--- src/rtl/chirp_pkg.sv ---
// Shared widths, FSM state encoding and config record for the chirp ramp generator.
// The DDS side takes PHASE_BITS from here so both ends agree on the FTW width.
package chirp_pkg;

   localparam int PHASE_BITS = 32;
   localparam int FRAC_BITS  = 32;
   localparam int LEN_BITS   = 20;
   localparam int CNT_BITS   = 16;
   localparam int ACC_W      = PHASE_BITS + FRAC_BITS;

   typedef enum logic [1:0] {
      ST_IDLE,
      ST_SWEEP,
      ST_DWELL
   } chirp_state_t;

   typedef struct packed {
      logic [PHASE_BITS-1:0] f_start;
      logic [ACC_W-1:0]      f_step;
      logic [LEN_BITS-1:0]   len;
      logic [LEN_BITS-1:0]   dwell;
      logic [CNT_BITS-1:0]   count;
   } chirp_cfg_t;

   // A zero-length chirp still emits one sample.
   function automatic logic [LEN_BITS-1:0] eff_len(input logic [LEN_BITS-1:0] len);
      return (len == '0) ? LEN_BITS'(1) : len;
   endfunction

endpackage

--- src/rtl/chirp_freq_acc.sv ---
// Loadable fixed-point frequency accumulator; FTW is the integer part of the Q(PHASE).(FRAC) value.
// Wraps modulo 2^ACC_W; neg subtracts the step for down legs.
module chirp_freq_acc
   import chirp_pkg::*;
(
   input  logic                  clk,
   input  logic                  rst,
   input  logic                  clr,
   input  logic                  load,
   input  logic [PHASE_BITS-1:0] load_ftw,
   input  logic                  en,
   input  logic                  neg,
   input  logic [ACC_W-1:0]      step,
   output logic [PHASE_BITS-1:0] ftw
);

   logic [ACC_W-1:0] acc;
   logic [ACC_W-1:0] delta;

   assign delta = neg ? (~step + ACC_W'(1)) : step;

   always_ff @(posedge clk) begin
      if (!rst || clr)
         acc <= '0;
      else if (load)
         acc <= {load_ftw, {FRAC_BITS{1'b0}}};
      else if (en)
         acc <= acc + delta;
   end

   assign ftw = acc[ACC_W-1:FRAC_BITS];

endmodule

--- src/rtl/chirp_ramp_gen.sv ---
// Chirp sweep controller: emits one FTW per clock, sequencing N chirps with dwell gaps.
// Define CHIRP_TRIANGLE_EN for up/down (triangle) chirps; default build is sawtooth.
module chirp_ramp_gen
   import chirp_pkg::*;
(
   input  logic                  clk,
   input  logic                  rst,
   input  logic                  cfg_valid,
   input  logic [PHASE_BITS-1:0] cfg_f_start,
   input  logic [ACC_W-1:0]      cfg_f_step,
   input  logic [LEN_BITS-1:0]   cfg_len,
   input  logic [LEN_BITS-1:0]   cfg_dwell,
   input  logic [CNT_BITS-1:0]   cfg_count,
   input  logic                  start,
   input  logic                  abort,
   output logic [PHASE_BITS-1:0] ftw_out,
   output logic                  ftw_valid,
   output logic                  phase_rst,
   output logic                  busy,
   output logic                  done
);

   chirp_state_t state, state_nxt;
   chirp_cfg_t   cfg_in, cfg_src, shadow, active;

   logic [LEN_BITS-1:0]   sample_cnt, dwell_cnt, len_e;
   logic [CNT_BITS-1:0]   chirp_cnt;
   logic [PHASE_BITS-1:0] acc_ftw, load_ftw;
   logic                  phase_rst_q, done_q;
   logic                  leg, leg_end, chirp_end, more;
   logic                  first_smp, acc_en, leg_turn, dwell_go, fin;

   assign cfg_in  = {cfg_f_start, cfg_f_step, cfg_len, cfg_dwell, cfg_count};
   // Same-cycle cfg_valid and start: the burst takes the fresh values.
   assign cfg_src = cfg_valid ? cfg_in : shadow;

   assign len_e   = eff_len(active.len);
   assign leg_end = (sample_cnt == len_e);
   assign more    = (active.count == '0) || (chirp_cnt != active.count);

`ifdef CHIRP_TRIANGLE_EN
   assign chirp_end = leg_end && leg;

   always_ff @(posedge clk) begin
      if (!rst)
         leg <= 1'b0;
      else if (first_smp)
         leg <= 1'b0;
      else if (leg_turn)
         leg <= 1'b1;
   end
`else
   assign chirp_end = leg_end;
   assign leg       = 1'b0;
`endif

   always_ff @(posedge clk) begin
      if (!rst)
         state <= ST_IDLE;
      else
         state <= state_nxt;
   end

   always_comb begin
      state_nxt = state;
      first_smp = 1'b0;
      acc_en    = 1'b0;
      leg_turn  = 1'b0;
      dwell_go  = 1'b0;
      fin       = 1'b0;
      case (state)
         ST_IDLE: begin
            if (start) begin
               state_nxt = ST_SWEEP;
               first_smp = 1'b1;
            end
         end
         ST_SWEEP: begin
            if (chirp_end) begin
               if (!more) begin
                  state_nxt = ST_IDLE;
                  fin       = 1'b1;
               end else if (active.dwell != '0) begin
                  state_nxt = ST_DWELL;
                  dwell_go  = 1'b1;
               end else begin
                  first_smp = 1'b1;
               end
            end else if (leg_end) begin
               leg_turn = 1'b1;
            end else begin
               acc_en = 1'b1;
            end
         end
         ST_DWELL: begin
            if (dwell_cnt == active.dwell) begin
               state_nxt = ST_SWEEP;
               first_smp = 1'b1;
            end
         end
         default: state_nxt = ST_IDLE;
      endcase
      // Abort overrides every transition, including a start in IDLE.
      if (abort) begin
         state_nxt = ST_IDLE;
         first_smp = 1'b0;
         acc_en    = 1'b0;
         leg_turn  = 1'b0;
         dwell_go  = 1'b0;
         fin       = 1'b0;
      end
   end

   always_ff @(posedge clk) begin
      if (!rst) begin
         shadow      <= '0;
         active      <= '0;
         sample_cnt  <= '0;
         dwell_cnt   <= '0;
         chirp_cnt   <= '0;
         phase_rst_q <= 1'b0;
         done_q      <= 1'b0;
      end else begin
         if (cfg_valid)
            shadow <= cfg_in;
         phase_rst_q <= first_smp;
         done_q      <= fin;

         if (state == ST_IDLE && first_smp) begin
            active    <= cfg_src;
            chirp_cnt <= CNT_BITS'(1);
         end else if (first_smp) begin
            chirp_cnt <= chirp_cnt + CNT_BITS'(1);
         end

         if (first_smp || leg_turn)
            sample_cnt <= LEN_BITS'(1);
         else if (acc_en)
            sample_cnt <= sample_cnt + LEN_BITS'(1);

         if (dwell_go)
            dwell_cnt <= LEN_BITS'(1);
         else if (state == ST_DWELL)
            dwell_cnt <= dwell_cnt + LEN_BITS'(1);
      end
   end

   assign load_ftw = (state == ST_IDLE) ? cfg_src.f_start : active.f_start;

   chirp_freq_acc u_acc (
      .clk      (clk),
      .rst      (rst),
      .clr      (abort),
      .load     (first_smp),
      .load_ftw (load_ftw),
      .en       (acc_en | leg_turn),
      .neg      (leg | leg_turn),
      .step     (active.f_step),
      .ftw      (acc_ftw)
   );

   assign ftw_valid = (state == ST_SWEEP);
   assign ftw_out   = ftw_valid ? acc_ftw : '0;
   assign phase_rst = phase_rst_q;
   assign done      = done_q;
   assign busy      = (state != ST_IDLE);

endmodule

--- config.mk ---
export PLATFORM = sky130hd
export DESIGN_NAME = chirp_ramp_gen
export DESIGN_NICKNAME = d
export VERILOG_FILES = /design/src/rtl/chirp_pkg.sv /design/src/rtl/chirp_freq_acc.sv /design/src/rtl/chirp_ramp_gen.sv
export SDC_FILE = /design/constraint.sdc
export NUM_CORES = 1
export LEC_CHECK = 0
export CAP_MARGIN = 20
export CORE_ASPECT_RATIO = 0.8
export CORE_MARGIN = 1.5
export CORE_UTILIZATION = 62
export DETAILED_ROUTE_END_ITERATION = 10
export PLACE_DENSITY = 0.91
export SLEW_MARGIN = 0
export SYNTH_ARGS = -nofsm -noshare
export SYNTH_HDL_FRONTEND = slang
export SYNTH_SLANG_ARGS = --single-unit
--- constraint.sdc ---
create_clock -name clk -period 6.53 [get_ports clk]
set_clock_uncertainty 0.1 [all_clocks]
set_input_delay 0.9795 -clock clk [delete_from_list [all_inputs] [get_ports clk]]
set_output_delay 0.9795 -clock clk [all_outputs]
set_load 0.01 [all_outputs]
==> flow_summary.yaml <==
status:
  run_status: "finished, final reports clean"
cts:
  clock_sinks: 428
  cts-buffers-inserted: 41
  tritoncts: "yes"
  cts-htree-levels: 2
  post_cts_resize_count: 0
  clock_tree.buffer_depth: 3
  post_cts_buffers: 0
  ctsRootBufferMaster: "sky130_fd_sc_hd__clkbuf_16"
  hold_buffers_post_cts: 0
  worst_skew_pair.late_latency_ns: 0.55
  clk_pin_slew_ns: 0.06
global_route:
  groute.usage.overall_pct: 30.4
  via_count_of_the_first_global_routing_pass: 16846
  pin_count_of_the_biggest_net_entering_global_routing: 138
  antenna_found_initial: 3
  first_pass_grt_wire_length_microns: 83500
  overflow_left_after_global_routing: 0
detailed_routing:
  drcViolationCount: 0
  wirelength_per_cell_microns: 18.1
  antenna_left: 0
  detail_route.vias_per_cell: 6.06
  vias: 17367
  drt-pass1-iter-count: 6
  detail_route.iter0.violations: 1345
  routed_wire_length_microns: 51900
power:
  comb_power_share_pct: 12.0
  power.leakage_nw: 9.40
  cell_internal_pwr_mw: 4.48
  fin_total_pwr_mw: 5.98
  power_density_mw_per_mm2: 253
  swShare_pct: 25.0
  power_dissipated_by_switching_net_loads_mw: 1.49
  p_clk_share_pct: 40.7
  ir_worst_vdd_mv: 0.180
  seq_power_share_pct: 47.3
worst_setup_path:
  critical_path.top_delay_family: "simple AND/OR/NAND/NOR gates"
  cp.required_ns: 6.86
  timing.critical_path.slowest_stage_cell: "sky130_fd_sc_hd__nor2_4"
  worstPathBufferInverterCount: 2
  cp_slowest_stage_delay_ns: 0.85
  startpoint_type: "register"
  critical_path_class: "reg -> reg"
  critical_path.endpoint_type: "register"
  critical_path.max_fanout: 61
  sequence_of_cells_on_the_critical_path: "nor4_1, nand4_1, o41ai_2, xor2_1, nor3_2, a41oi_4, buf_4, nor2_4, buf_4, nor2_1, a211oi_1"
  critPathArrivalTime_ns: 4.84
  worstSetupStartpoint: "active[47]"
  worst_path_most_repeated_cell: "sky130_fd_sc_hd__buf_4"
  r2r-start: "active[47]"
yosys:
  synth_fp_nets: 2528
  netlist-cell-type-count: 73
  ys_seq_area_share_pct: 42.5
  synth_area_leaders: "sky130_fd_sc_hd__dfxtp_1 (42%), sky130_fd_sc_hd__nor2_1 (8.3%), sky130_fd_sc_hd__mux2i_1 (7.8%)"
  post-synth-top-area-cell: "sky130_fd_sc_hd__dfxtp_1"
  synth_ff_type: "sky130_fd_sc_hd__dfxtp_1"
  synth.cell_area_sq_mm: 0.0202
  synth.avg_cell_area_sq_um: 8.75
  synth_async_sr_flop_share_pct: 0
  post_synth_inst_count: 2304
  synth-seq-cells: 428
  count_of_flip_flops_with_a_built_in_enable_after_synthesis: 0
  yosysTopAreaCellShare_pct: 42.5
  yosysWarningCount: 0
floorplan:
  chipHeight_microns: 164
  initial_utilization_pct: 63.6
  chipWidth_microns: 205
  fp-row-count: 58
  floorplan.core_area_sq_mm: 0.0317
  design.die.area_sq_mm: 0.0336
  io_pins: 193
timing:
  timing.final.crit_share_pct: 69.1
  hold_violation_count_in_the_final_report: 0
  max-slew-margin-rel_pct: 31.7
  clock.fmax_mhz: 222
  setup_tns_ns: 0
  min_period_ns: 4.51
  final_max_slew_viols: 0
  hold_ws_ns: 0.356
  report.final.setup_viol: 0
  grt_setup_unrepaired: "no"
  worst_slew_pin_tran_ns: 1.02
placed_design:
  port-buffer-count: 192
  dp_hpwl_microns: 36100
  place.detailed.instances: 2785
  placer_congestion: 0.928
worst_hold_path:
  hold_path.class: "reg -> reg"
  worstHoldStart: "u_acc.acc[9]"
finish:
  final_layout_size_suffix_gt1_share_pct: 4.67
  instances_no_fill: 2865
  layout_commonest_cell: "sky130_fd_sc_hd__nor2_1"
  layout.cells.most_common_list: "sky130_fd_sc_hd__nor2_1 (445), sky130_fd_sc_hd__dfxtp_1 (428), sky130_fd_sc_hd__clkdlybuf4s50_1 (191), sky130_fd_sc_hd__a211oi_1 (189), sky130_fd_sc_hd__mux2i_1 (157)"
  flow.area_growth_from_synthesis_pct: 17.2
  design.final.nets: 2633
flow_run:
  timing.max_cap.violations: 0
[cell type report]
type	count	area (sq um)
multi-input cells	1703	11000
flip-flops and latches	428	8570
fillers	2187	8080
repair buffers	210	2100
clock buffers	63	1200
well taps	420	526
clock inverters	13	173
inverters	25	101
diodes	3	7.51
[kinds of logic after synthesis]
family | Yosys count | share of synthesized area (%)
simple gates | 801 | 17.5
compound gates | 523 | 17.8
flops | 428 | 42.5
buf+inv | 173 | 3.39
mux | 157 | 7.79
xor+xnor | 155 | 6.73
fa+ha+maj | 67 | 4.19
[state kept, by name, indices dropped and copies added (netlist names)]
register,cells
active,152
shadow,152
u_acc.acc,64
dwell_cnt,20
sample_cnt,20
chirp_cnt,16
state,2
done,1
phase_rst,1
[tightest hold or removal path, cell delays in order (launching register included)]
cell,delay [ns]
sky130_fd_sc_hd__dfxtp_1,0.31
sky130_fd_sc_hd__nand2_1,0.05
sky130_fd_sc_hd__a21oi_1,0.05
[path summary, 6_finish.rpt]
check,end,slack (ns),depth (start not counted)
worst min-delay path,u_acc.acc[9],0.36,2
worst max register to register,active[102],2.02,11
worst min register to register,u_acc.acc[9],0.36,2
worst max-delay path,active[102],2.02,11
[cell usage after synthesis (all sizes together), types with 4 or more instances]
cell	count
nor3	19
xor2	84
a21o	33
and3	14
and2	40
ha	66
or2	6
o22ai	14
nand2	135
nor2b	11
a41oi	5
clkbuf	102
a21oi	135
a2111oi	4
and4	6
xnor2	71
nor4	22
mux2i	157
or4	5
nand3	36
nor2	448
nand2b	8
o21bai	10
o31ai	9
buf	46
o211ai	9
or3	6
inv	24
nand4	39
a221oi	6
a31oi	19
o21a	8
o21ai	56
a21boi	4
dfxtp	428
a211oi	189
[power groups by stage]
stage | combinational [mW] | sequential (mW) | clock (mW)
2_1_floorplan | 0.479 | 2.85 | 0
3_3_place_gp | 0.673 | 2.88 | 0
3_5_place_dp | 0.701 | 2.88 | 0
4_1_cts | 0.710 | 2.83 | 2.46
5_1_grt | 0.782 | 2.84 | 2.57
6_report | 0.716 | 2.83 | 2.43
[stage by stage]
step	util (%)	area [sq um]	setup slack (ns)
4_1_cts	74.5	23600	2.10
2_1_floorplan	-	20200	3.48
3_5_place_dp	70.1	22200	2.15
3_3_place_gp	70.1	22200	2.28
6_report	74.5	23600	2.02
5_1_grt	74.5	23600	1.72
[per-layer routing]
metal / vias up / track usage (%) / routed length [microns]
met5: - / 0 / 0
li1: 8367 / - / -
met1: 8222 / 39.4 / 22600
met3: 136 / 5.18 / 3530
met2: 642 / 50.4 / 24000
met4: 0 / 12.0 / 1770
(Power assumes the default switching activity.)
